<file path="config.mk">
export PLATFORM = sky130hd
export DESIGN_NAME = sparce_skip_ctrl
export DESIGN_NICKNAME = d
export VERILOG_FILES = /design/src/rtl/rv32i_types_pkg.sv /design/src/rtl/sparce_pkg.sv /design/src/rtl/sparce_sat_counter.sv /design/src/rtl/sparce_skip_ctrl.sv
export SDC_FILE = /design/constraint.sdc
export NUM_CORES = 1
export LEC_CHECK = 0
export CAP_MARGIN = 10
export CORE_ASPECT_RATIO = 0.7
export CORE_MARGIN = 2
export CORE_UTILIZATION = 46
export DETAILED_ROUTE_END_ITERATION = 12
export HOLD_SLACK_MARGIN = 0.15
export PLACE_DENSITY = 0.8
export SYNTH_ARGS = -nofsm -noshare
export SYNTH_HDL_FRONTEND = slang
export SYNTH_HIERARCHICAL = 1
export SYNTH_SLANG_ARGS = --single-unit
</file>
<file path="constraint.sdc">
create_clock -name CLK -period 2.69 [get_ports CLK]
set_input_delay 0.4035 -clock CLK [delete_from_list [all_inputs] [get_ports CLK]]
set_output_delay 0.4035 -clock CLK [all_outputs]
set_load 0.05 [all_outputs]
</file>
<file path="src/rtl/rv32i_types_pkg.sv">
// Basic RV32I datapath types shared across the core.
package rv32i_types_pkg;
  localparam int unsigned WORD_W = 32;

  typedef logic [WORD_W-1:0] word_t;
endpackage

</file>
<file path="src/rtl/sparce_pkg.sv">
// Shared SparCE types: controller states, skip-condition encoding, latched skip request.
package sparce_pkg;
  import rv32i_types_pkg::*;

  localparam int unsigned REG_W           = 5;
  localparam int unsigned SKIP_W          = 5;
  localparam int unsigned SPARCE_MAX_SKIP = 31;

  typedef logic [REG_W-1:0]  reg_addr_t;
  typedef logic [SKIP_W-1:0] skip_len_t;

  typedef enum logic [1:0] {
    IDLE  = 2'd0,
    CHECK = 2'd1,
    SKIP  = 2'd2
  } sparce_ctrl_state_t;

  typedef enum logic {
    COND_RS1        = 1'b0,
    COND_RS1_OR_RS2 = 1'b1
  } sasa_cond_t;

  typedef struct packed {
    reg_addr_t  rs1;
    reg_addr_t  rs2;
    sasa_cond_t cond;
    word_t      target;
  } skip_req_t;

  // Redirect lands on the first instruction after the skipped block; wraps mod 2^32.
  function automatic word_t skip_target(input word_t pc, input skip_len_t insts);
    return pc + word_t'(4) + (word_t'(insts) << 2);
  endfunction
endpackage

</file>
<file path="src/rtl/sparce_sat_counter.sv">
// Saturating up-counter: an increment at all-ones leaves the value unchanged.
module sparce_sat_counter #(
  parameter int unsigned W = 16
) (
  input  logic         clk,
  input  logic         rst_n,
  input  logic         inc,
  output logic [W-1:0] count
);
  logic [W-1:0] count_q, count_d;

  always_comb begin
    count_d = count_q;
    if (inc && (count_q != {W{1'b1}})) begin
      count_d = count_q + W'(1);
    end
  end

  always_ff @(posedge clk or negedge rst_n) begin
    if (!rst_n) begin
      count_q <= '0;
    end else begin
      count_q <= count_d;
    end
  end

  assign count = count_q;
endmodule

</file>
<file path="src/rtl/sparce_skip_ctrl.sv">
// SparCE skip sequencer: latches a SASA hit, checks SpRF sparsity for one cycle,
// then holds a registered redirect until fetch accepts it or a flush cancels it.
module sparce_skip_ctrl
  import rv32i_types_pkg::*;
  import sparce_pkg::*;
#(
  parameter int unsigned CNT_W = 16
) (
  input  logic             CLK,
  input  logic             nRST,
  input  word_t            pc,
  input  logic             if_ex_enable,
  input  logic             flush,
  input  logic             sasa_hit,
  input  logic [4:0]       sasa_insts,
  input  logic [4:0]       sasa_rs1,
  input  logic [4:0]       sasa_rs2,
  input  logic             sasa_cond,
  output logic [4:0]       sprf_rs1,
  output logic [4:0]       sprf_rs2,
  input  logic             rs1_zero,
  input  logic             rs2_zero,
  input  logic             wb_en,
  input  logic [4:0]       rd,
  output logic             skipping,
  output word_t            sparce_target,
  output logic [CNT_W-1:0] skip_cnt,
  output logic [CNT_W-1:0] abort_cnt
);
  sparce_ctrl_state_t state_q, state_d;
  skip_req_t          req_q, req_d;
  logic               skipping_q, skipping_d;
  word_t              target_q, target_d;
  logic               skip_inc, abort_inc;
  logic               rs1_kill, rs2_kill, cond_ok;

  // A writeback to a tracked register this cycle makes its sparsity bit stale.
  always_comb begin
    rs1_kill = wb_en && (rd == req_q.rs1) && (rd != '0);
    rs2_kill = wb_en && (rd == req_q.rs2) && (rd != '0);
    cond_ok  = (rs1_zero && !rs1_kill) ||
               ((req_q.cond == COND_RS1_OR_RS2) && rs2_zero && !rs2_kill);
  end

  always_comb begin
    state_d    = state_q;
    req_d      = req_q;
    skipping_d = skipping_q;
    target_d   = target_q;
    skip_inc   = 1'b0;
    abort_inc  = 1'b0;

    case (state_q)
      IDLE: begin
        if (sasa_hit && (sasa_insts != '0) && !flush) begin
          req_d.rs1    = sasa_rs1;
          req_d.rs2    = sasa_rs2;
          req_d.cond   = sasa_cond_t'(sasa_cond);
          req_d.target = skip_target(pc, sasa_insts);
          state_d      = CHECK;
        end
      end
      CHECK: begin
        // Advancing fetch means trigger+4 already left; too late to redirect.
        if (flush || if_ex_enable || !cond_ok) begin
          state_d   = IDLE;
          abort_inc = 1'b1;
        end else begin
          state_d    = SKIP;
          skipping_d = 1'b1;
          target_d   = req_q.target;
        end
      end
      SKIP: begin
        if (flush) begin
          state_d    = IDLE;
          skipping_d = 1'b0;
          target_d   = '0;
          abort_inc  = 1'b1;
        end else if (if_ex_enable) begin
          state_d    = IDLE;
          skipping_d = 1'b0;
          target_d   = '0;
          skip_inc   = 1'b1;
        end
      end
      default: begin
        state_d    = IDLE;
        skipping_d = 1'b0;
        target_d   = '0;
      end
    endcase
  end

  always_ff @(posedge CLK or negedge nRST) begin
    if (!nRST) begin
      state_q    <= IDLE;
      req_q      <= '0;
      skipping_q <= 1'b0;
      target_q   <= '0;
    end else begin
      state_q    <= state_d;
      req_q      <= req_d;
      skipping_q <= skipping_d;
      target_q   <= target_d;
    end
  end

  sparce_sat_counter #(.W(CNT_W)) u_skip_cnt (
    .clk   (CLK),
    .rst_n (nRST),
    .inc   (skip_inc),
    .count (skip_cnt)
  );

  sparce_sat_counter #(.W(CNT_W)) u_abort_cnt (
    .clk   (CLK),
    .rst_n (nRST),
    .inc   (abort_inc),
    .count (abort_cnt)
  );

  assign sprf_rs1      = req_q.rs1;
  assign sprf_rs2      = req_q.rs2;
  assign skipping      = skipping_q;
  assign sparce_target = target_q;
endmodule
</file>
==> flow_summary.ini, run 1 <==
[sta]
setup_slack_ns = 0.0593
period_share_pct = 97.8
tightest_slew_ns = 0.580
hold_violations = 0
fin_crit_ns = 2.63
slew_viol_final = 0
fin_skew_ns = 0.00609
fmaxAchievable_ghz = 0.380
relSlewSlack_pct = 61.2
finalSetupViolCount = 0

[flow_run]
cap_violations = 0

[cells_and_area]
final_nets = 827
layout-drive-gt1-share_pct = 10.7
multiInputGateArea_um2 = 2940
regArea_um2 = 2750
final.fill_count = 1003
postLayoutCoreUtil_pct = 63.8
final_cell_mix = 149 x nand2_1, 130 x clkdlybuf4s50_1, 110 x dfrtp_1
areaGrowthSynthToFinish_pct = 35.1
layout_commonest_cell = nand2_1
diodes = 0

[logic_synthesis]
synth_edf_count = 0
synth_cell_types = 56
synth_ff_type = dfrtp_1
synth.cell_area_um2 = 5870
synth_area_per_cell_um2 = 9.88
synth_nets = 671
ys_warn_count = 6
ys_seq_area_share_pct = 46.9
async_flop_share_pct = 100
synth_seq_cells = 110
synthCells = 594

[global_route]
grt_pass1_wl_mm = 24.9
antenna_found_initial = 0
grt_max_degree = 49
grt_pass1_vias = 4976
track_usage_pct = 22.5
grt-ovfl-total = 0

[clock_network]
numClockSinks = 110
htreeDepth = 3
cts_tree = done
root_buffer = clkbuf_16
cts_buffers = 9
clkLatencyLatePin_ns = 0.34
clkTransAtPathRegs_ns = 0.07
clock_path_buffers = 2

[critical_path]
r2r_cells = 10
critPathArrivalTime_ns = 2.86
slowest_stage = clkdlybuf4s50_1
critical_path_buf_inv_count = 2
path_cells = clkdlybuf4s50_1 -> o21ai_1 -> o41ai_2 -> nand2_1 -> o21ai_2 -> buf_6 -> nand4_1 -> nor4_4 -> and4b_1 -> a21oi_1
cp-end-kind = register
startpoint_type = input port
critPathMaxFanout = 5
critPathKind = in -> reg
critPathMaxStageDelay_ns = 0.53
cp.required_ns = 2.92
r2r-end = u_abort_cnt/count[15]
r2r-start = sprf_rs2[2]
cp_top_family = simple AND/OR/NAND/NOR gates
r2r_slack_ns = 0.19
critical_path.startpoint = rd[0]

[power]
vdd_ir_drop_max_mv = 0.506
powerDensity_nw_per_um2 = 819
leakagePower_uw = 0.00343

[floorplanning]
initial_core_util_pct = 47.3
core_region_area_um2 = 12400
rows = 34
die_w_um = 139
ios = 136
die-area_um2 = 13700
die_h_um = 98.5

[min_path]
holdPathEnd = req_q[0]
min-delay-start = req_q[0]
min_path_type = reg -> reg
hold_depth = 2

[outcome]
status = complete, no violations

[route]
viasPerCell = 5.54
vias = 5078
detail-route-antenna-nets = 0
dr.first_iter.drc_count = 292
drt-pass1-iter-count = 5
drt_wl_total_mm = 15.3
wl_per_cell_um = 16.7
drc = 0

[placed_design]
port_buffers = 135
gp_congestion = 0.881
preCtsSetupSlack_ns = -0.289
dp_hpwl_mm = 11.3
-- flip-flops by register name, summed over array words and instances, names as in the netlist --
name and flops:
req_q 33, skipping 1, sparce_target 32, sprf_rs1 5, sprf_rs2 5, state_q 2
u_abort_cnt/count 16, u_skip_cnt/count 16
-- where the power goes --
group	internal, µW	switching (µW)
clock network	840	591
logic	944	1630
registers	2110	370
-- metrics by stage --
step | cell area [µm²] | total power (µW) | TNS, ns | hold slack (ns) | cells
after floorplan | 5870 | 4190 | 0 | 0.108 | 594
after global placement | 7550 | 4970 | -2.07 | 0.403 | 897
after detailed placement | 7550 | 5070 | -6.05 | 0.403 | 897
after CTS | 7870 | 6510 | 0 | 0.483 | 913
after global routing | 7930 | 6850 | -0.134 | 0.514 | 916
final | 7930 | 6490 | 0 | 0.483 | 916
-- cells by family after synthesis --
kind of cell	after synthesis	share of synthesized area, %
adder cells (fa/ha/maj)	16	3.54
multiplexers	34	5.84
AND/OR/NAND/NOR	265	23.8
flip-flops	110	46.9
AO/OA/AOI/OAI	87	9.80
buffers and inverters	37	3.41
XOR/XNOR	45	6.71
-- worst max path at each step --
| stage | cells after the start | end | slack (ns) |
|---|---|---|---|
| floorplan | 8 | req_q[31] | 0.07 |
| global placement | 9 | req_q[31] | -0.16 |
| finish | 10 | u_abort_cnt/count[15] | 0.06 |
| global route | 10 | u_abort_cnt/count[15] | -0.1 |
| detailed placement | 11 | u_abort_cnt/count[15] | -0.29 |
| CTS | 11 | u_abort_cnt/count[15] | 0.07 |
-- area by class of cell --
type	count	share of cell area, %
Timing Repair Buffer	175	21.3
Inverter	7	0.331
Sequential cell	110	34.7
Clock inverter	3	0.868
Multi-Input combinational cell	447	37.1
Clock buffer	12	3.11
Tap cell	162	2.56
-- layer usage --
metal | up-vias | global-route usage, % | share of wire, %
met4 | 0 | 6.14 | 1.7
met5 | - | 0 | 0
met1 | 2485 | 30.2 | 43
met3 | 23 | 5.15 | 7.2
li1 | 2392 | - | -
met2 | 178 | 37.1 | 48
-- worst reg2reg max path, stage by stage (launching register included) --
cell and delay (ns):
dfrtp_1 0.42, xnor2_1 0.19, nand3_1 0.13, o41ai_2 0.29
nand2_1 0.16, o21ai_2 0.15, buf_6 0.13, nand4_1 0.18
nor4_4 0.42, and4b_1 0.24, a21oi_1 0.06
-- cell usage after synthesis, types with 3 or more instances --
cell type	instances	share of area, %
a21oi_1	12	1.0
a31oi_1	12	1.3
and3_1	9	0.96
and4_1	5	0.75
buf_4	10	1.3
buf_6	3	0.58
clkbuf_1	16	1.0
dfrtp_1	110	47
ha_1	15	3.2
inv_1	7	0.45
mux2i_1	32	5.5
nand2_1	149	9.5
nand3_1	19	1.6
nand4_1	23	2.5
nor2_1	19	1.2
nor3_1	3	0.26
nor4_4	4	1.4
o21a_1	12	1.5
o21ai_0	29	2.5
o21ai_1	3	0.26
o31ai_1	3	0.38
or3_1	3	0.32
or4_1	5	0.64
xnor2_1	28	4.2
xor2_1	17	2.5
-- timing repair --
item | in CTS | in global routing
setup buffers | 0 | 3
endpoints found under the hold margin | 32 | 0
endpoints found under the setup margin | 0 | 12
hold buffers | 1 | 0
gates resized for setup | 0 | 9
Note: power is estimated with default switching activity, not from simulation.
==> run 2: changes to the inputs <==
- CORE_UTILIZATION: 46 -> 35
- GPL_TIMING_DRIVEN: default -> 0
- PLACE_DENSITY: 0.8 -> 0.66
- SYNTH_HIERARCHICAL: 1 -> default
==> run 2 against run 1 <==
Against the previous run: register-to-register slack about the same; synthesized cell count decreased by 19%; utilization down 14 points; count of clock-buffer cells in the layout is 2 lower; first-iteration DRC count fell by 35%; total power shrank 3.6%; sequential share of layout area is 2.8 points higher; final area is 7.4% lower; non-clock buffer count down 7; area after synthesis is 9.0% lower; sequential cell count is the same; critical endpoint is now req_q[13]; highest routed layer unchanged.
==> flow_summary.ini, run 2 <==
[clock_network]
clkTransAtPathRegs_ns = 0.07
clkLatencyLatePin_ns = 0.34
numClockSinks = 110
htreeDepth = 3
cts_tree = done
clock_path_buffers = 2
root_buffer = clkbuf_16
cts_buffers = 9

[route]
drt-pass1-iter-count = 4
vias = 4126
wl_per_cell_um = 15.8
viasPerCell = 4.96
dr.first_iter.drc_count = 191
drt_wl_total_mm = 13.1
detail-route-antenna-nets = 0
drc = 0

[logic_synthesis]
ys_top_cells_by_count = 110 x dfrtp_1, 54 x nand2_1, 35 x xnor2_1, 31 x o21ai_0, 30 x xor2_1
synth_area_per_cell_um2 = 11.1
synth_most_common_cell = dfrtp_1
yosysTopAreaCell = dfrtp_1
async_flop_share_pct = 100
synth_edf_count = 0
ys_warn_count = 0
synth_seq_cells = 110
synth_top_cell_area_share_pct = 51.5
synthCells = 482
ys_seq_area_share_pct = 51.5
synth_area_leaders = dfrtp_1 52%, xnor2_1 5.7%, a22o_2 5.1%, xor2_1 4.9%, nand2_1 3.8%
synth.cell_area_um2 = 5340
synth_ff_type = dfrtp_1
synth_nets = 559
synth_cell_types = 44

[cells_and_area]
top_register = req_q
regArea_um2 = 2750
final.fill_count = 1317
layout-drive-gt1-share_pct = 15.5
multiInputGateArea_um2 = 2420
largest_register_ffs = 33
areaGrowthSynthToFinish_pct = 37.5
diodes = 0
final_nets = 712
final_cell_mix = 133 x clkdlybuf4s50_1, 110 x dfrtp_1, 54 x nand2_1
layout_commonest_cell = clkdlybuf4s50_1

[critical_path]
r2r-start = u_abort_cnt.count[0]
critPathMaxFanout = 10
critPathKind = in -> reg
critical_path.startpoint = pc[3]
critPathMaxStageDelay_ns = 0.42
critical_path_buf_inv_count = 2
critPathArrivalTime_ns = 2.78
startpoint_type = input port
cp_top_family = adder cells
slowest_stage = clkdlybuf4s50_1
cp-end-kind = register
cp.required_ns = 2.93
path_cells = clkdlybuf4s50_1 -> ha_1 -> ha_1 -> fa_2 -> a21oi_2 -> o21bai_1 -> a21oi_2 -> buf_8 -> nor2_1 -> xnor2_1 -> o21ai_0

[floorplanning]
ios = 136
die_w_um = 152
initial_core_util_pct = 36.1
rows = 37
die_h_um = 107
die-area_um2 = 16300
core_region_area_um2 = 14800

[sta]
setup_tns_ns = 0
period_share_pct = 94.4
relSlewSlack_pct = 56.7
slew_viol_final = 0
tightest_slew_ns = 0.646
finalSetupViolCount = 0
fin_crit_ns = 2.54
hold_violations = 0
fin_skew_ns = 0.00591
fmaxAchievable_ghz = 0.394
timing.hold.ws_ns = 0.483

[min_path]
min_path_type = reg -> reg
min-delay-start = req_q[6]

[flow_run]
cap_violations = 0

[global_route]
use_met1_pct = 25.1
track_usage_pct = 16.8
grt.busiest_layer = met1
grt_pass1_vias = 4085
grt-ovfl-total = 0
grt_use_met3_pct = 4.19
grt_util_met2_pct = 23.9
grt_max_degree = 69
antenna_found_initial = 0
grt_pass1_wl_mm = 21.2

[power]
vdd_ir_drop_max_mv = 0.373
powerDensity_nw_per_um2 = 852
leakagePower_uw = 0.00318

[placed_design]
port_buffers = 135
dp_hpwl_mm = 9.92
gp_congestion = 0.825

[outcome]
status = complete, no violations
-- run 2: area by class of cell --
cell class / count / area share (%)
Tap cell: 195 / 3.32
Multi-Input combinational cell: 336 / 32.9
Clock buffer: 10 / 3.25
Inverter: 10 / 0.511
Sequential cell: 110 / 37.5
Timing Repair Buffer: 142 / 19.4
Clock inverter: 3 / 0.630
Buffer: 26 / 2.47
-- run 2: path summary, 6_finish.rpt --
| kind | end | slack, ns | cells after the start |
|---|---|---|---|
| worst max-delay path | req_q[13] | 0.15 | 11 |
| worst min-delay path | req_q[6] | 0.48 | 2 |
| worst max register to register | u_abort_cnt.count[1] | 0.19 | 6 |
| worst min register to register | req_q[6] | 0.48 | 2 |
| max in group asynchronous | req_q[18] | 1.35 | 3 |
| min in group asynchronous | u_skip_cnt.count[14] | 0.61 | 2 |
-- run 2: timing repair --
action,4_1_cts,5_1_grt
setup buffers,2,3
endpoints found under the setup margin,36,47
hold buffers,1,0
gates resized for setup,6,15
endpoints found under the hold margin,42,0
pin swaps,2,2
-- run 2: stage by stage --
step                      utilization [%]  setup slack [ns]  cells  cell area (µm²)  total power, µW
after floorplan                         -             0.151    482             5340             4080
after global placement               46.8             -2.93    812             6940             4880
after detailed placement             47.0            -0.697    813             6960             4950
after CTS                            49.2           0.00214    829             7290             6310
after global routing                 49.6         -0.000381    832             7350             6650
final                                49.6             0.150    832             7350             6260
-- run 2: power breakdown --
part / internal [µW] / switching, µW
combinational: 1020 / 1470
sequential: 2120 / 348
clock: 736 / 573
total: 3870 / 2390
-- run 2: cell families after synthesis --
logic type | Yosys count | share of synthesized area, %
AO/OA/AOI/OAI | 84 | 12.0
XOR/XNOR | 65 | 10.7
adder cells (fa/ha/maj) | 16 | 3.89
buffers and inverters | 36 | 3.82
flip-flops | 110 | 51.5
multiplexers | 17 | 3.58
AND/OR/NAND/NOR | 154 | 14.6
-- run 2: worst min-delay path: cells and delay by family, from the launching register on --
family / cells / cell delay, ns
flops: 1 / 0.35
compound gates: 1 / 0.06
simple gates: 1 / 0.04
-- run 2: per-layer routing --
| metal | share of wire (%) | vias up | routed length, µm |
|---|---|---|---|
| met5 | 0 | - | 0 |
| met4 | 1.3 | 0 | 170 |
| met3 | 6.2 | 14 | 819 |
| met2 | 43 | 123 | 5700 |
| met1 | 49 | 1979 | 6420 |
| li1 | - | 2010 | - |
